### src/rtl/fft_mem_pkg.sv
// Shared definitions for the FFT ping-pong input memory: sample formats,
// loader FSM encoding and default frame size.
package fft_mem_pkg;

    localparam logic FMT_FP4 = 1'b0;
    localparam logic FMT_FP8 = 1'b1;

    localparam int DEFAULT_N = 1024;

    typedef enum logic {
        ST_LOAD = 1'b0,
        ST_SWAP = 1'b1
    } state_t;

endpackage

### src/rtl/fft_input_loader_if.sv
// Sample stream handshake into the FFT input loader.
interface fft_input_loader_if;

    logic        in_valid;
    logic        in_ready;
    logic [15:0] in_data;

    modport master (
        output in_valid,
        output in_data,
        input  in_ready
    );

    modport slave (
        input  in_valid,
        input  in_data,
        output in_ready
    );

endinterface

### src/rtl/fft_input_loader_bit_reverse.sv
// Combinational bit reversal of a WIDTH-bit index.
module bit_reverse #(
    parameter int WIDTH = 4
) (
    input  logic [WIDTH-1:0] i_in,
    output logic [WIDTH-1:0] o_out
);

    for (genvar g = 0; g < WIDTH; g++) begin : g_rev
        assign o_out[g] = i_in[WIDTH-1-g];
    end

endmodule

### src/rtl/fft_input_loader.sv
// Packs fp8/fp4 complex samples into the idle bank of a ping-pong FFT input
// memory. Define FFT_LOADER_BITREV_EN for bit-reversed write addresses.
module fft_input_loader
    import fft_mem_pkg::*;
#(
    parameter int N          = DEFAULT_N,
    parameter int ADDR_WIDTH = $clog2(N)
) (
    input  logic                  clk,
    input  logic                  rst,
    input  logic                  format_mode,
    fft_input_loader_if.slave     in_if,
    input  logic                  consumer_ready,
    output logic                  wr_en_1,
    output logic [ADDR_WIDTH-1:0] wr_addr_1,
    output logic [15:0]           wr_data_1,
    output logic                  wr_format,
    output logic                  bank_sel,
    output logic                  frame_done
);

    localparam logic [ADDR_WIDTH-1:0] LAST_FP8 = ADDR_WIDTH'(N - 1);
    localparam logic [ADDR_WIDTH-1:0] LAST_FP4 = ADDR_WIDTH'(N / 2 - 1);

    state_t                r_state;
    logic [ADDR_WIDTH-1:0] r_cnt;
    logic [7:0]            r_hold;
    logic                  r_pending;
    logic                  r_fmt;
    logic                  r_wr_en;
    logic [ADDR_WIDTH-1:0] r_wr_addr;
    logic [15:0]           r_wr_data;
    logic                  r_wr_format;
    logic                  r_bank_sel;
    logic                  r_frame_done;

    logic                  w_accept;
    logic                  w_frame_start;
    logic                  w_fmt;
    logic                  w_last;
    logic [ADDR_WIDTH-1:0] w_cnt_next;
    logic [ADDR_WIDTH-1:0] w_addr;

    assign in_if.in_ready = (r_state == ST_LOAD);
    assign w_accept       = in_if.in_valid && in_if.in_ready;

    // The frame format is only open to change before the first half-word lands.
    assign w_frame_start = (r_cnt == '0) && !r_pending;
    assign w_fmt         = w_frame_start ? format_mode : r_fmt;
    assign w_last        = (w_fmt == FMT_FP8) ? (r_cnt == LAST_FP8) : (r_cnt == LAST_FP4);
    assign w_cnt_next    = w_last ? '0 : r_cnt + 1'b1;

`ifdef FFT_LOADER_BITREV_EN
    logic [ADDR_WIDTH-1:0] w_rev_full;
    logic [ADDR_WIDTH-2:0] w_rev_half;

    bit_reverse #(.WIDTH(ADDR_WIDTH)) u_rev_full (
        .i_in  (r_cnt),
        .o_out (w_rev_full)
    );

    bit_reverse #(.WIDTH(ADDR_WIDTH-1)) u_rev_half (
        .i_in  (r_cnt[ADDR_WIDTH-2:0]),
        .o_out (w_rev_half)
    );

    // fp4 frames occupy only the lower half of the bank.
    assign w_addr = (w_fmt == FMT_FP8) ? w_rev_full : {1'b0, w_rev_half};
`else
    assign w_addr = r_cnt;
`endif

    always_ff @(posedge clk or negedge rst) begin
        if (!rst) begin
            r_state      <= ST_LOAD;
            r_cnt        <= '0;
            r_hold       <= '0;
            r_pending    <= 1'b0;
            r_fmt        <= FMT_FP4;
            r_wr_en      <= 1'b0;
            r_wr_addr    <= '0;
            r_wr_data    <= '0;
            r_wr_format  <= 1'b0;
            r_bank_sel   <= 1'b0;
            r_frame_done <= 1'b0;
        end else begin
            r_wr_en      <= 1'b0;
            r_frame_done <= 1'b0;
            case (r_state)
                ST_LOAD: begin
                    if (w_accept) begin
                        r_fmt <= w_fmt;
                        if ((w_fmt == FMT_FP4) && !r_pending) begin
                            r_hold    <= in_if.in_data[7:0];
                            r_pending <= 1'b1;
                        end else begin
                            r_wr_en     <= 1'b1;
                            r_wr_addr   <= w_addr;
                            r_wr_data   <= (w_fmt == FMT_FP8) ? in_if.in_data
                                                              : {r_hold, in_if.in_data[7:0]};
                            r_wr_format <= w_fmt;
                            r_pending   <= 1'b0;
                            r_cnt       <= w_cnt_next;
                            if (w_last) begin
                                r_state <= ST_SWAP;
                            end
                        end
                    end
                end
                // Swap one edge after the final write so it lands in the old fill bank.
                ST_SWAP: begin
                    if (consumer_ready) begin
                        r_bank_sel   <= ~r_bank_sel;
                        r_frame_done <= 1'b1;
                        r_cnt        <= '0;
                        r_state      <= ST_LOAD;
                    end
                end
                default: r_state <= ST_LOAD;
            endcase
        end
    end

    assign wr_en_1    = r_wr_en;
    assign wr_addr_1  = r_wr_addr;
    assign wr_data_1  = r_wr_data;
    assign wr_format  = r_wr_format;
    assign bank_sel   = r_bank_sel;
    assign frame_done = r_frame_done;

endmodule

### src/flat_wrapper.sv
// flat-port wrapper written by rule: the top's interface ports become plain ports
module fft_input_loader_flat import fft_mem_pkg::*;
#(
    parameter int N          = DEFAULT_N,
    parameter int ADDR_WIDTH = $clog2(N)
)
  (clk, rst, format_mode, consumer_ready, wr_en_1, wr_addr_1, wr_data_1, wr_format, bank_sel, frame_done, in_if_in_valid, in_if_in_data, in_if_in_ready);
  fft_input_loader_if in_if_i ();
  input  logic clk;
  input  logic rst;
  input  logic format_mode;
  input  logic consumer_ready;
  output logic wr_en_1;
  output logic [ADDR_WIDTH-1:0] wr_addr_1;
  output logic [15:0] wr_data_1;
  output logic wr_format;
  output logic bank_sel;
  output logic frame_done;
  input wire logic [$bits(in_if_i.in_valid)-1:0] in_if_in_valid;
  input wire logic [$bits(in_if_i.in_data)-1:0] in_if_in_data;
  output wire logic [$bits(in_if_i.in_ready)-1:0] in_if_in_ready;
  assign in_if_i.in_valid = in_if_in_valid;
  assign in_if_i.in_data = in_if_in_data;
  assign in_if_in_ready = in_if_i.in_ready;
  fft_input_loader #(.N(N), .ADDR_WIDTH(ADDR_WIDTH)) u_core (.clk(clk), .rst(rst), .format_mode(format_mode), .in_if(in_if_i), .consumer_ready(consumer_ready), .wr_en_1(wr_en_1), .wr_addr_1(wr_addr_1), .wr_data_1(wr_data_1), .wr_format(wr_format), .bank_sel(bank_sel), .frame_done(frame_done));
endmodule
### config.mk
export PLATFORM = sky130hd
export DESIGN_NAME = fft_input_loader_flat
export DESIGN_NICKNAME = d
export VERILOG_FILES = /design/src/rtl/fft_mem_pkg.sv /design/src/rtl/fft_input_loader_if.sv /design/src/rtl/fft_input_loader_bit_reverse.sv /design/src/rtl/fft_input_loader.sv /design/src/flat_wrapper.sv
export SDC_FILE = /design/constraint.sdc
export NUM_CORES = 1
export LEC_CHECK = 0
export CAP_MARGIN = 20
export CORE_MARGIN = 2
export CORE_UTILIZATION = 42
export DETAILED_ROUTE_END_ITERATION = 12
export PLACE_DENSITY = 0.8
export REMOVE_ABC_BUFFERS = 1
export SYNTH_ARGS = -nofsm -noshare
export SYNTH_HDL_FRONTEND = slang
export SYNTH_SLANG_ARGS = --single-unit
### constraint.sdc
create_clock -name clk -period 2.4 [get_ports clk]
set_input_delay 0.24 -clock clk [delete_from_list [all_inputs] [get_ports clk]]
set_output_delay 0.24 -clock clk [all_outputs]
set_load 0.03 [all_outputs]
# Word-level counts from Yosys, hierarchy flattened
# Index checks and enable logic that the tools add are counted.
[word_totals]
latch_bits = 0
rom_bits = 0
n_memories = 0
elab_cells = 50
reg_bits = 51
ram_bits = 0
output_inout_bits = 31
[op_classes]
bitwise_logic = 4
multipliers = 0
n_reduce_logical = 10
n_addsub = 1
n_mux = 19
n_eq_ne = 5
n_shift = 0
n_div = 0
magnitude_cmp = 0
[op_table]
columns = ["operator", "n"]
rows = [
  ["10-bit 2-to-1 mux", 4],
  ["10-bit one-hot mux with 2 select lines", 1],
  ["16-bit 2-to-1 mux", 1],
  ["1-bit 2-to-1 mux", 12],
  ["10-bit by 1-bit adder with 10-bit output, second input constant", 1],
  ["10-bit == test, second input constant", 1],
  ["10-bit by 9-bit == test with 1-bit output, second input constant", 1],
  ["10-bit zero test", 1],
  ["3-bit AND reduction", 3],
  ["2-bit != test, second input constant", 3],
  ["1-bit NOT", 4],
  ["2-bit AND reduction", 2],
  ["1-bit logical AND", 3],
  ["1-bit one-hot mux with 2 select lines", 1],
  ["1-bit zero test", 1],
]

# Depth between registers and ports, before layout
[depth]
word_depth = 8
mapped_depth = 10
depth_no_buf = 8

# Worst setup path before layout
# OpenSTA, ideal clock, no wires.
[synth_path]
kind = "flip-flop to flip-flop"
startpoint = "register u_core.r_cnt[0]"
endpoint = "register u_core.r_cnt[6]"
path_slack_ps = 342
stages_incl_launch_ff = 9
arrival_time_ps = 1981
synth_period_minus_slack_ps = 2058
cell_sequence = "dfrtp_1 inv_1 ha_1 nor4b_4 a41oi_1 a21o_1 buf_6 or4_1 a21oi_1"
[synth_via]
elab_chain_len = 8
word_cells_on_any_way = 15
classes_between = "add/sub: 1; eq/ne: 3; mux: 6; bitwise: 1; reduce/logical: 4"
[synth_rtl]
columns = ["item", "line_no", "rtl"]
rows = [
  ["start: declaration", "fft_input_loader.sv:26", "logic [ADDR_WIDTH-1:0] r_cnt;"],
  ["start signal: assignment", "fft_input_loader.sv:103", "r_cnt <= w_cnt_next;"],
  ["parallel branches: the longest is 8 deep, another holds 10-bit by 1-bit adder with 10-bit output", "n/a", ""],
]
# Several ways; the timed one is not identified. The select of a mux whose other input is x is not followed.
# A chain may end at the register's enable or synchronous reset.

# Worst setup path in the final report
[layout_path]
startpoint = "register u_core.r_cnt[1]"
endpoint = "register u_core.r_cnt[6]"
# The elaborated chain is that of the path after synthesis.

==> out/qor_table.md <==
| Result | Value |
|---|---|
| Outcome | finished clean |
| Worst stage delay on the critical path | 0.52 ns |
| Antenna Diode Count | 0 |
| Via density | 4.99 |
| Number of sinks on the clock net | 51 |
| Share of the synthesized area in compound gates (AO/OA/AOI/OAI) | 10.0% |
| Post-synthesis instance area | 0.00225 mm2 |
| Max_cap viols | 0 |
| Final WL | 4990 um |
| CTS root buffer | sky130_fd_sc_hd__clkbuf_8 |
| Number of top-level pins | 52 |
| Worst Path Required | 2.64 ns |
| Clock slew seen by the registers of the worst setup and hold paths | 0.09 ns |
| Per-instance average area after synthesis | 10.3 um2 |
| Area delta synth->final | 33.2% |
| Share of cells above drive strength 1 | 13.0% |
| Final-layout fill cell count | 484 |
| Crit Path Category | reg2reg |
| Final setup violating endpoints | 0 |
| Crit path time final | 2.28 ns |
| Kind of start point of the critical path | flip-flop |
| Max frequency | 0.439 GHz |
| Post-Route Setup TNS | 0 ns |
| Post-route DRC violation count | 0 |
| Skew-Pair Late Insertion Delay | 0.31 ns |
| Yosys reg bits | 51 |
| Die Ht | 77.2 um |
| Final-stage net count | 306 |
| Ordered list of cells on the worst path | inv_1, ha_1, nor4b_4, a41oi_1, a21o_2, or4_1, a21oi_1 |
| H-tree Lvls | 2 |
| Unrepaired setup endpoints after global routing | false |
| Share of synthesized registers carrying an async set or reset | 100% |
| Worst-case clock skew | 0.00525 ns |
| Multiplexer area fraction after synthesis | 7.56% |
| Number of enable-type register cells in the synthesized netlist | 0 |
| Clock tree from TritonCTS | built |
| Fraction of the mapped netlist area in simple logic gates | 19.0% |
| Total vias in the final route | 1767 |
| Average detailed-routed wire length per instance | 14.1 um |
| Fraction of synthesized cell area in xor and xnor cells | 1.56% |
| Half-perimeter wire length of the detailed placement result | 3600 um |
| Most used cells in the layout excluding fill and tap cells | 59 x sky130_fd_sc_hd__nand2_1, 51 x sky130_fd_sc_hd__dfrtp_1, 50 x sky130_fd_sc_hd__clkdlybuf4s50_1 |
| Post-synth top flop | sky130_fd_sc_hd__dfrtp_1 |
| Hold violation count in the final report | 0 |
| Cell count after synthesis | 218 |
| Sequential area share after synthesis | 56.7% |
| Synth Area in Adders | 1.11% |
| DRT iter0 DRCs | 89 |
| Gp weighted congestion | 0.865 |
| Slew at the pin with the worst max-slew slack | 0.504 ns |
| Relative max-transition margin | 66.4% |
| Total congestion overflow | 0 |
| First-pass GRT wire length | 8530 um |
| Most common cell after layout, fill and taps aside | sky130_fd_sc_hd__nand2_1 |
| Slowest cell on the critical path | sky130_fd_sc_hd__or4_1 |
| Standard-cell rows | 26 |
| Endpoint kind of the worst setup timing path | flip-flop |
| Die Area | 0.00596 mm2 |
| Worst Path Max Fanout | 11 |
| Number of pins exceeding their max-slew limit in the final report | 0 |
| Area of the placeable core | 0.00514 mm2 |
| Overall die width | 77.2 um |
| Final cell utilization of the core | 58.3% |
| Via count of the first global-routing pass | 1800 |
| Largest net degree at the start of global routing | 30 |
| Dominant combinational cell family by area after synthesis | simple AND/OR/NAND/NOR gates |
| Largest voltage drop on the vdd net | 0.449 mV |
| Ys Warns | 0 |
| Count of cell types in the netlist | 36 |
| Sequential cell area | 0.00128 mm2 |
| Number of buffers created by CTS | 5 |
| Port Buffer Count | 51 |
| Total power divided by cell area | 1010 mW/mm2 |
| Initial Utilization | 43.8% |
| Footprint of the multi-input gates | 883 um2 |
| Final clock period utilization by the worst path | 94.8% |
| Arrival time at the worst endpoint | 2.51 ns |
| Antenna violations before repair | 0 |
| Max Root-Sink Buffers | 2 |
| Class of the tightest hold or removal check | in2async |
| Final antenna-violating net count | 0 |
| GR Util All Layers | 17.9% |
| Setup bufs post-CTS | 0 |
| Cell leakage power | 0.00135 uW |
| Pre-antenna DRT Iters | 4 |
power by group:
part,switching (uW),internal [uW]
logic,684,571
clock network,287,204
registers,172,1120
final timing paths:
check / to / depth (start not counted) / slack [ns] / start
worst max-delay path: u_core.r_cnt[6]$_DFFE_PN0P_ / 7 / 0.12 / u_core.r_cnt[1]$_DFFE_PN0P_
worst min-delay path: u_core.r_cnt[4]$_DFFE_PN0P_ / 2 / 0.44 / rst
worst max register to register: u_core.r_cnt[6]$_DFFE_PN0P_ / 7 / 0.12 / u_core.r_cnt[1]$_DFFE_PN0P_
worst min register to register: u_core.bank_sel$_DFFE_PN0P_ / 1 / 0.48 / u_core.bank_sel$_DFFE_PN0P_
max in group asynchronous: u_core.wr_addr_1[9]$_DFFE_PN0P_ / 3 / 1.21 / rst
min in group clk: u_core.bank_sel$_DFFE_PN0P_ / 1 / 0.48 / u_core.bank_sel$_DFFE_PN0P_
cell families (layout without fill, tap and decap cells):
group	count (synthesis)	after routing
and+or+nand+nor	89	89
DFF	51	51
AOI/OAI and AO/OA	37	37
buffers and inverters	19	85
muxes	16	16
xor gates and xnor gates	4	4
adders and majority gates	2	2
critical path, delay by kind of cell (launching register included):
family / cells / cell delay [ns]
AO/OA/AOI/OAI: 3 / 0.71
AND/OR/NAND/NOR: 2 / 0.80
flip-flops: 1 / 0.43
adder cells (fa/ha/maj): 1 / 0.17
buffers and inverters: 1 / 0.09
Yosys cell counts (2+ instances only):
| master | n | area share, % |
|---|---|---|
| sky130_fd_sc_hd__xnor2_1 | 3 | 1.2 |
| sky130_fd_sc_hd__or3_1 | 3 | 0.83 |
| sky130_fd_sc_hd__a21o_1 | 3 | 1.0 |
| sky130_fd_sc_hd__ha_1 | 2 | 1.1 |
| sky130_fd_sc_hd__nor2_1 | 5 | 0.83 |
| sky130_fd_sc_hd__mux2i_1 | 8 | 3.6 |
| sky130_fd_sc_hd__inv_1 | 9 | 1.5 |
| sky130_fd_sc_hd__clkbuf_1 | 2 | 0.33 |
| sky130_fd_sc_hd__nand4_1 | 3 | 0.83 |
| sky130_fd_sc_hd__a21oi_1 | 6 | 1.3 |
| sky130_fd_sc_hd__or4_1 | 3 | 1.0 |
| sky130_fd_sc_hd__dfrtp_1 | 51 | 57 |
| sky130_fd_sc_hd__nand3_1 | 6 | 1.3 |
| sky130_fd_sc_hd__o21ai_0 | 17 | 3.8 |
| sky130_fd_sc_hd__nor4b_1 | 2 | 0.78 |
| sky130_fd_sc_hd__nand2_1 | 59 | 9.8 |
| sky130_fd_sc_hd__a211oi_1 | 2 | 0.67 |
| sky130_fd_sc_hd__buf_6 | 2 | 1.0 |
| sky130_fd_sc_hd__mux2_2 | 8 | 4.0 |
| sky130_fd_sc_hd__buf_2 | 5 | 1.1 |
| sky130_fd_sc_hd__o31ai_1 | 4 | 1.3 |
sequential cells by signal, indices dropped and copies added (netlist names):
register           cells
u_core.wr_data_1      16
u_core.r_cnt          10
u_core.wr_addr_1      10
u_core.r_hold          8
u_core.bank_sel        1
u_core.frame_done      1
u_core.r_fmt           1
u_core.r_pending       1
u_core.r_state         1
u_core.wr_en_1         1
u_core.wr_format       1
repair_timing:
action,in CTS,in global routing
setup endpoints to repair,5,2
endpoints found under the hold margin,22,0
hold buffers,1,0
resized for setup,1,1
metal layers:
metal | vias up | share of wire [%] | global-route usage, %
li1 | 871 | - | -
met1 | 844 | 49 | 24.9
met2 | 46 | 45 | 28.6
met3 | 6 | 4.6 | 3.76
met4 | 0 | 1.2 | 4.82
met5 | - | 0 | 0
layout make-up:
type,count,area share (%)
clock buffers,6,2.42
clock inverters,2,0.417
inverters,10,1.29
multi-input cells,148,29.5
flip-flops and latches,51,42.6
well taps,70,2.92
repair buffers,67,20.9
stage by stage:
step / worst slack, ns / instance area (um2) / power (uW) / hold slack (ns) / cells
detailed placement: 0.00870 / 2900 / 2570 / 0.241 / 345
finish: 0.124 / 3000 / 3030 / 0.435 / 354
global placement: 0.113 / 2900 / 2530 / 0.235 / 345
global route: 0.0195 / 3000 / 3220 / 0.478 / 354
floorplan: -0.653 / 2200 / 2000 / -0.0556 / 209
CTS: 0.120 / 3000 / 3060 / 0.460 / 354
No activity file was read; power rests on OpenSTA's default activity.
